[src/rtl/mcu_control_fsm.sv]
// Multi-cycle main control FSM: fetch/decode/load-store sequencing with
// memory handshakes, retire counter, watchdog and sticky illegal/timeout trap.
module mcu_control_fsm #(
  parameter int CNT_WIDTH      = 32,
  parameter int TIMEOUT_CYCLES = 255
) (
  input  logic                 MCU_CLOCK_50,
  input  logic                 MCU_RESET_InHigh,
  input  logic [6:0]           MCU_Opcode_InBUS,
  output logic                 MCU_Imem_Req_Valid,
  input  logic                 MCU_Imem_Req_Ready,
  input  logic                 MCU_Imem_Resp_Valid,
  output logic                 MCU_Dmem_Req_Valid,
  input  logic                 MCU_Dmem_Req_Ready,
  input  logic                 MCU_Dmem_Resp_Valid,
  output logic [2:0]           MCU_State_OutBUS,
  output logic                 MCU_Ir_Write,
  output logic                 MCU_Pc_Write,
  output logic                 MCU_Load_Wb,
  output logic                 MCU_Trap,
  output logic [1:0]           MCU_Trap_Cause_OutBUS,
  output logic [CNT_WIDTH-1:0] MCU_Retired_OutBUS
);

  typedef enum logic [2:0] {
    S_RESET      = 3'b000,
    S_FETCH_REQ  = 3'b001,
    S_FETCH_WAIT = 3'b010,
    S_DECODE     = 3'b011,
    S_MEM_REQ    = 3'b100,
    S_MEM_WAIT   = 3'b101,
    S_TRAP       = 3'b110,
    S_BAD        = 3'b111
  } state_e;

  localparam int WD_W = 16;
  localparam logic WD_EN = (TIMEOUT_CYCLES != 0);
  localparam logic [WD_W-1:0] WD_LAST = WD_W'(TIMEOUT_CYCLES - 1);

  localparam logic [1:0] C_ILLEGAL = 2'b01;
  localparam logic [1:0] C_IMEM    = 2'b10;
  localparam logic [1:0] C_DMEM    = 2'b11;

  state_e               state_q, state_d;
  logic [1:0]           cause_q, cause_d;
  logic [CNT_WIDTH-1:0] ret_q, ret_d;
  logic [WD_W-1:0]      wd_q, wd_d;

  logic legal;
  logic is_mem;
  logic expire;

  always_comb begin
    legal = 1'b0;
    case (MCU_Opcode_InBUS)
      7'b0110111, 7'b0010111, 7'b1101111,
      7'b1100111, 7'b1100011, 7'b0000011,
      7'b0100011, 7'b0010011, 7'b0110011:
        legal = 1'b1;
      default: legal = 1'b0;
    endcase
  end

  assign is_mem = ~MCU_Opcode_InBUS[6] &
                  (MCU_Opcode_InBUS[4:0] == 5'b00011);

  // wd_q counts cycles already spent in the current state
  assign expire = WD_EN && (wd_q == WD_LAST);

  always_comb begin
    state_d            = state_q;
    cause_d            = cause_q;
    ret_d              = ret_q;
    wd_d               = wd_q + 1'b1;
    MCU_Imem_Req_Valid = 1'b0;
    MCU_Dmem_Req_Valid = 1'b0;
    MCU_Ir_Write       = 1'b0;
    MCU_Pc_Write       = 1'b0;
    MCU_Load_Wb        = 1'b0;
    unique case (state_q)
      S_RESET: state_d = S_FETCH_REQ;
      S_FETCH_REQ: begin
        MCU_Imem_Req_Valid = 1'b1;
        if (MCU_Imem_Req_Ready) begin
          state_d = S_FETCH_WAIT;
        end else if (expire) begin
          state_d = S_TRAP;
          cause_d = C_IMEM;
        end
      end
      S_FETCH_WAIT: begin
        if (MCU_Imem_Resp_Valid) begin
          MCU_Ir_Write = 1'b1;
          state_d      = S_DECODE;
        end else if (expire) begin
          state_d = S_TRAP;
          cause_d = C_IMEM;
        end
      end
      S_DECODE: begin
        if (!legal) begin
          state_d = S_TRAP;
          cause_d = C_ILLEGAL;
        end else if (is_mem) begin
          state_d = S_MEM_REQ;
        end else begin
          MCU_Pc_Write = 1'b1;
          state_d      = S_FETCH_REQ;
        end
      end
      S_MEM_REQ: begin
        MCU_Dmem_Req_Valid = 1'b1;
        if (MCU_Dmem_Req_Ready) begin
          state_d = S_MEM_WAIT;
        end else if (expire) begin
          state_d = S_TRAP;
          cause_d = C_DMEM;
        end
      end
      S_MEM_WAIT: begin
        if (MCU_Dmem_Resp_Valid) begin
          MCU_Pc_Write = 1'b1;
          MCU_Load_Wb  = ~MCU_Opcode_InBUS[5];
          state_d      = S_FETCH_REQ;
        end else if (expire) begin
          state_d = S_TRAP;
          cause_d = C_DMEM;
        end
      end
      S_TRAP: state_d = S_TRAP;
      default: state_d = S_RESET;
    endcase
    if (MCU_Pc_Write) ret_d = ret_q + 1'b1;
    if (state_d != state_q) wd_d = '0;
  end

  always_ff @(posedge MCU_CLOCK_50) begin
    if (MCU_RESET_InHigh) begin
      state_q <= S_RESET;
      cause_q <= 2'b00;
      ret_q   <= '0;
      wd_q    <= '0;
    end else begin
      state_q <= state_d;
      cause_q <= cause_d;
      ret_q   <= ret_d;
      wd_q    <= wd_d;
    end
  end

  assign MCU_State_OutBUS      = state_q;
  assign MCU_Trap              = (state_q == S_TRAP);
  assign MCU_Trap_Cause_OutBUS = cause_q;
  assign MCU_Retired_OutBUS    = ret_q;

endmodule

[config.mk]
export PLATFORM = sky130hd
export DESIGN_NAME = mcu_control_fsm
export DESIGN_NICKNAME = d
export VERILOG_FILES = /design/src/rtl/mcu_control_fsm.sv
export SDC_FILE = /design/constraint.sdc
export NUM_CORES = 1
export LEC_CHECK = 0
export CAP_MARGIN = 30
export CORE_MARGIN = 2
export CORE_UTILIZATION = 53
export CTS_CLUSTER_DIAMETER = 40
export CTS_CLUSTER_SIZE = 30
export DETAILED_ROUTE_END_ITERATION = 10
export PLACE_DENSITY_LB_ADDON = 0.15
export SKIP_CTS_REPAIR_TIMING = 1
export SLEW_MARGIN = 10
export SYNTH_ARGS = -nofsm -noshare
export SYNTH_HDL_FRONTEND = slang
export SYNTH_SLANG_ARGS = --single-unit
[constraint.sdc]
create_clock -name MCU_CLOCK_50 -period 2.8 [get_ports MCU_CLOCK_50]
set_input_delay 0.84 -clock MCU_CLOCK_50 [delete_from_list [all_inputs] [get_ports MCU_CLOCK_50]]
set_output_delay 0.84 -clock MCU_CLOCK_50 [all_outputs]
set_load 0.005 [all_outputs]
### Yosys cells after proc, flatten, opt, wreduce, memory -nomap -nowiden

Cells that the tools add are included.

| storage, ports and cells | value |
|---|---|
| register bits | 53 |
| bits of input ports | 13 |
| output and inout port bits | 43 |
| word-level logic and storage cells | 64 |

| operators by class | value |
|---|---|
| add/subtract/negate cells | 2 |
| equality and inequality tests | 23 |
| mux-type cells | 27 |
| bitwise logic cells | 3 |
| reductions and logical operators | 5 |

Operators with widths:

| cell | count |
|---|---|
| adder 32 x 1 -> 32 bit (second input constant) | 1 |
| equality test 7 x 6 -> 1 bit (second input constant) | 3 |
| equality test 7 bit (second input constant) | 3 |
| two-way mux 3 bit | 7 |
| one-hot mux 3 bit (7 select lines) | 1 |
| adder 16 x 1 -> 16 bit (second input constant) | 1 |
| equality test 16 x 8 -> 1 bit (second input constant) | 1 |
| equality test 7 x 5 -> 1 bit (second input constant) | 2 |
| two-way mux 2 bit | 7 |
| two-way mux 1 bit | 10 |
| != test 2 bit (second input constant) | 5 |
| one-hot mux 2 bit (5 select lines) | 1 |
| equality test 3 bit (second input constant) | 3 |
| OR reduction 9 bit | 1 |
| equality test 7 x 2 -> 1 bit (second input constant) | 1 |
| equality test 3 x 2 -> 1 bit (second input constant) | 2 |
| AND reduction 6 bit | 1 |
| equality test 5 x 2 -> 1 bit (second input constant) | 1 |
| nonzero test 5 bit | 1 |
| equality test 3 x 1 -> 1 bit (second input constant) | 1 |
| logical NOT 3 bit | 1 |
| != test 3 bit | 1 |
| NOT 1 bit | 2 |
| one-hot mux 1 bit (2 select lines) | 1 |
| 2 further kinds | 2 |

### Logic depth before layout (Yosys ltp)

| logic depth | value |
|---|---|
| word-level depth | 7 |
| depth in mapped cells | 8 |
| depth with buffers taken out | 7 |

### Worst setup path before layout

OpenSTA, ideal clock, no wires.

| timing path | value |
|---|---|
| kind | input-to-output |
| start | in MCU_Opcode_InBUS[3] |
| end | out MCU_Pc_Write |
| data arrival time | 1.707 ns |
| required time | 1.960 ns |
| path slack | 0.253 ns |
| stages | 5 |
| path through | nor4_1 a31oi_1 nand3_2 buf_2 nand2_1 |

| on the way | value |
|---|---|
| cells in the longest elaborated chain, start to end | 5 |
| elaborated cells on any way between the ends | 16 |
| those cells by class | 10 x eq/ne; 4 x mux; 1 x bitwise; 1 x reduce/logical |

Ends and longest elaborated chain:

| what | RTL line | source |
|---|---|---|
| from (decl) | 9 | `input logic [6:0] MCU_Opcode_InBUS,` |
| equality test 7 x 6 -> 1 bit (tied with other cells) | 55 | `case (MCU_Opcode_InBUS)` |
| OR reduction 9 bit or AND 1 bit (tied branches) | 55, 64 |  |
| two-way mux 1 bit, on equally long branches | 55, 104 |  |
| two-way mux 1 bit (*) | 101 | `if (!legal) begin` |
| one-hot mux 1 bit (2 select lines) (*) | 80 | `unique case (state_q)` |
| to (decl) | 18 | `output logic MCU_Pc_Write,` |

Mark *: on every way between the ends. The rest lies on a longest branch, timed or not.

### Final worst setup path

| timing path | value |
|---|---|
| start | in MCU_Opcode_InBUS[5] |
| end | out MCU_Pc_Write |

| on the way | value |
|---|---|
| cells in the longest elaborated chain, start to end | 5 |
| elaborated cells on any way between the ends | 13 |
| those cells by class | 9 x eq/ne; 3 x mux; 1 x reduce/logical |

Ends and longest elaborated chain:

| what | RTL line |
|---|---|
| equality test 7 x 6 -> 1 bit (tied with other cells) | 55 |
| OR reduction 9 bit (*) | 55 |
| two-way mux 1 bit (*) | 55 |
| two-way mux 1 bit (*) | 101 |
| one-hot mux 1 bit (2 select lines) (*) | 80 |

Marked as above.

==> metrics <==
H-tree levels=2; grt ovf=0; mapped cell area=3050 um2; Skew-Pair Late Insertion Delay=0.31 ns; Fmax achieved=363 MHz; PwrDens=352 nW/um2; worst min-delay path class=register to register; sum of negative setup slack=0 ns; Logic pwr share=0.104; Syn Area/Cell=8.41 um2; area grow syn2layout=26.8%; minimum clock period=2.75 ns; initial DRC count=157; Max IR drop VDD=202 uV; Seq/Total Area, Yosys=0.348; final period utilization=0.983; TritonCTS clock tree=yes; Max FO, Critical Path=2; Data required, critical path=1.96 ns; synth unique cells=49; internal power=0.00101 W; dpl cell area=3720 um2; clk slew on worst S/H paths=0.10 ns; CTS buffer count=5; nets@finish=437; headroom to the max-slew limit=0.642; Die Ht=79.8 um; IO buf count=55; final std cells w/o fill=494; DP Cell Count=486; share of cells above drive strength 1=0.145; Die X=79.8 um; via count=2793; global-route usage over all layers=0.223; FF+latch count, synth=53; setup violators final=0; clock skew=0.00557 ns; switching portion of total power=0.261; Synth async-reset ratio=0; main flop type after synthesis=dfxtp_1; Leak=1.43 nW; post-synthesis instance total=362; global-route wire length before repair=11.4 mm; drt wl/cell=14.1 um; Starting Density=0.550; I/O Pins=56; syn_nets=378; Ys Warns=0; CTS Sinks=53; Diodes inserted=0; CORE AREA=5540 um2; sequential share of power=0.565; largest net degree at the start of global routing=32; Critical Path End Type=output pin; Residual DRC=0; startpoint types=input port; outcome=finished clean; row count=27; Fill cells=485; WL final=6.97 mm; Final Cell Area=3860 um2; number of global-route vias before repair=2540; Final Hold Violating Endpoints=0; die area=6370 um2; clock share of power=0.331; Post-synth EDFFs=0; Setup CP Type=input port to output pin; Tot Pwr=0.00136 W; Max Slew Vio Count=0; Tightest Pin Transition=0.536 ns; CTS root buf=clkbuf_8; DRT antenna net count=0; CP arrival=1.91 ns; DR vias/cell=5.65; CTS Buffer Depth=2; antenna violations before repair=0; HPWL Detailed=4.96 mm; NetSw=0.000355 W; max_cap viols=0; TritonRoute pass-1 iters=4; gpl congestion=0.867
## worst max-delay path, stage by stage
cell and delay [ns]:
clkdlybuf4s50_1 0.49, nand2b_1 0.08, a21oi_2 0.17, nand3_2 0.09
nand2_1 0.10, clkbuf_2 0.13
## power by group through the flow
stage	logic [W]	clock network, W	registers, W
5_1_grt	0.000156	0.000491	0.000769
4_1_cts	0.000138	0.000461	0.000768
3_5_place_dp	0.000137	0	0.000785
2_1_floorplan	0.0000786	0	0.000784
6_report	0.000142	0.000450	0.000768
3_3_place_gp	0.000134	0	0.000785
## stage by stage
stage                     utilization  hold slack, ns  setup slack [ns]
after floorplan                     -           0.441             0.253
after global placement          0.672           0.458            -0.503
after detailed placement        0.672           0.480            -0.490
after CTS                       0.689           0.497            -0.515
after global routing            0.697           0.522         -0.000327
final                           0.697           0.492            0.0482
## Yosys cell counts, types with 3 or more instances
library cell	n	area, um2
nor2b_1	28	175
xor2_1	4	35.0
and3_1	3	18.8
a211oi_2	10	125
dfxtp_1	53	1060
xnor2_1	10	87.6
nand4_1	14	87.6
mux2_1	22	248
nor2_1	65	244
ha_1	3	37.5
a21boi_0	3	22.5
nor3_1	5	25.0
nand2_1	26	97.6
buf_2	4	20.0
inv_1	8	30.0
buf_4	4	30.0
o21ai_0	3	15.0
or3_1	3	18.8
mux2_2	7	78.8
nor4_1	3	18.8
clkbuf_1	11	41.3
nand2b_1	3	18.8
a21oi_1	25	125
a31oi_1	3	18.8
nand3_1	13	65.1
## cell type report
type	instances	area, um2	share of cell area
clock buffer	5	68.8	0.0178
clock inverter	3	25.0	0.00648
inverter	9	33.8	0.00875
multi-input combinational	281	1890	0.489
sequential	53	1060	0.275
tap	72	90.1	0.0233
timing repair buffer	71	693	0.180
## logic make-up (layout without fill, tap and decap cells)
group	count (synthesis)	count (layout)	synth area share
XOR/XNOR	14	14	0.0403
flip-flops	53	53	0.348
adder cells (fa/ha/maj)	3	3	0.0123
multiplexers	30	30	0.111
AND/OR/NAND/NOR	180	180	0.314
AO/OA/AOI/OAI	54	54	0.134
buffers and inverters	28	88	0.0411
## worst paths after layout
path	depth (start not counted)	slack (ns)	from	endpoint
max	6	0.05	MCU_Opcode_InBUS[5]	MCU_Pc_Write
min	2	0.49	MCU_Trap_Cause_OutBUS[1]	MCU_Trap_Cause_OutBUS[1]
max reg2reg	6	0.64	MCU_State_OutBUS[0]	MCU_Retired_OutBUS[17]
min reg2reg	2	0.49	MCU_Trap_Cause_OutBUS[1]	MCU_Trap_Cause_OutBUS[1]
## sequential cells by signal, summed over array words and instances, names as in the netlist
name	flops
MCU_Trap_Cause_OutBUS	2
MCU_State_OutBUS	3
wd_q	16
MCU_Retired_OutBUS	32
## routing by layer
metal / share of wire / vias up / wire length [um] / global-route usage
met5: 0 / - / 0 / 0
met4: 0.011 / 0 / 75 / 0.0712
met3: 0.046 / 7 / 319 / 0.0373
met2: 0.47 / 73 / 3240 / 0.361
met1: 0.48 / 1338 / 3330 / 0.304
li1: - / 1375 / - / -
## cells in the final DEF (no fill, tap or decap), types with 4 or more instances in the layout
master / synthesis / layout
dfxtp_1: 53 / 53
nor2_1: 65 / 65
nand4_1: 14 / 14
dlymetal6s2s_1: 0 / 8
clkdlybuf4s50_1: 0 / 45
buf_4: 4 / 15
nand3_1: 13 / 12
a211oi_2: 10 / 10
nor2b_1: 28 / 28
nor3_1: 5 / 5
xor2_1: 4 / 4
xnor2_1: 10 / 10
a21oi_1: 25 / 24
mux2_2: 7 / 7
mux2_1: 22 / 22
nand2_1: 26 / 26
inv_1: 8 / 8
clkbuf_8: 0 / 5
Note: power is estimated with default switching activity, not from simulation.
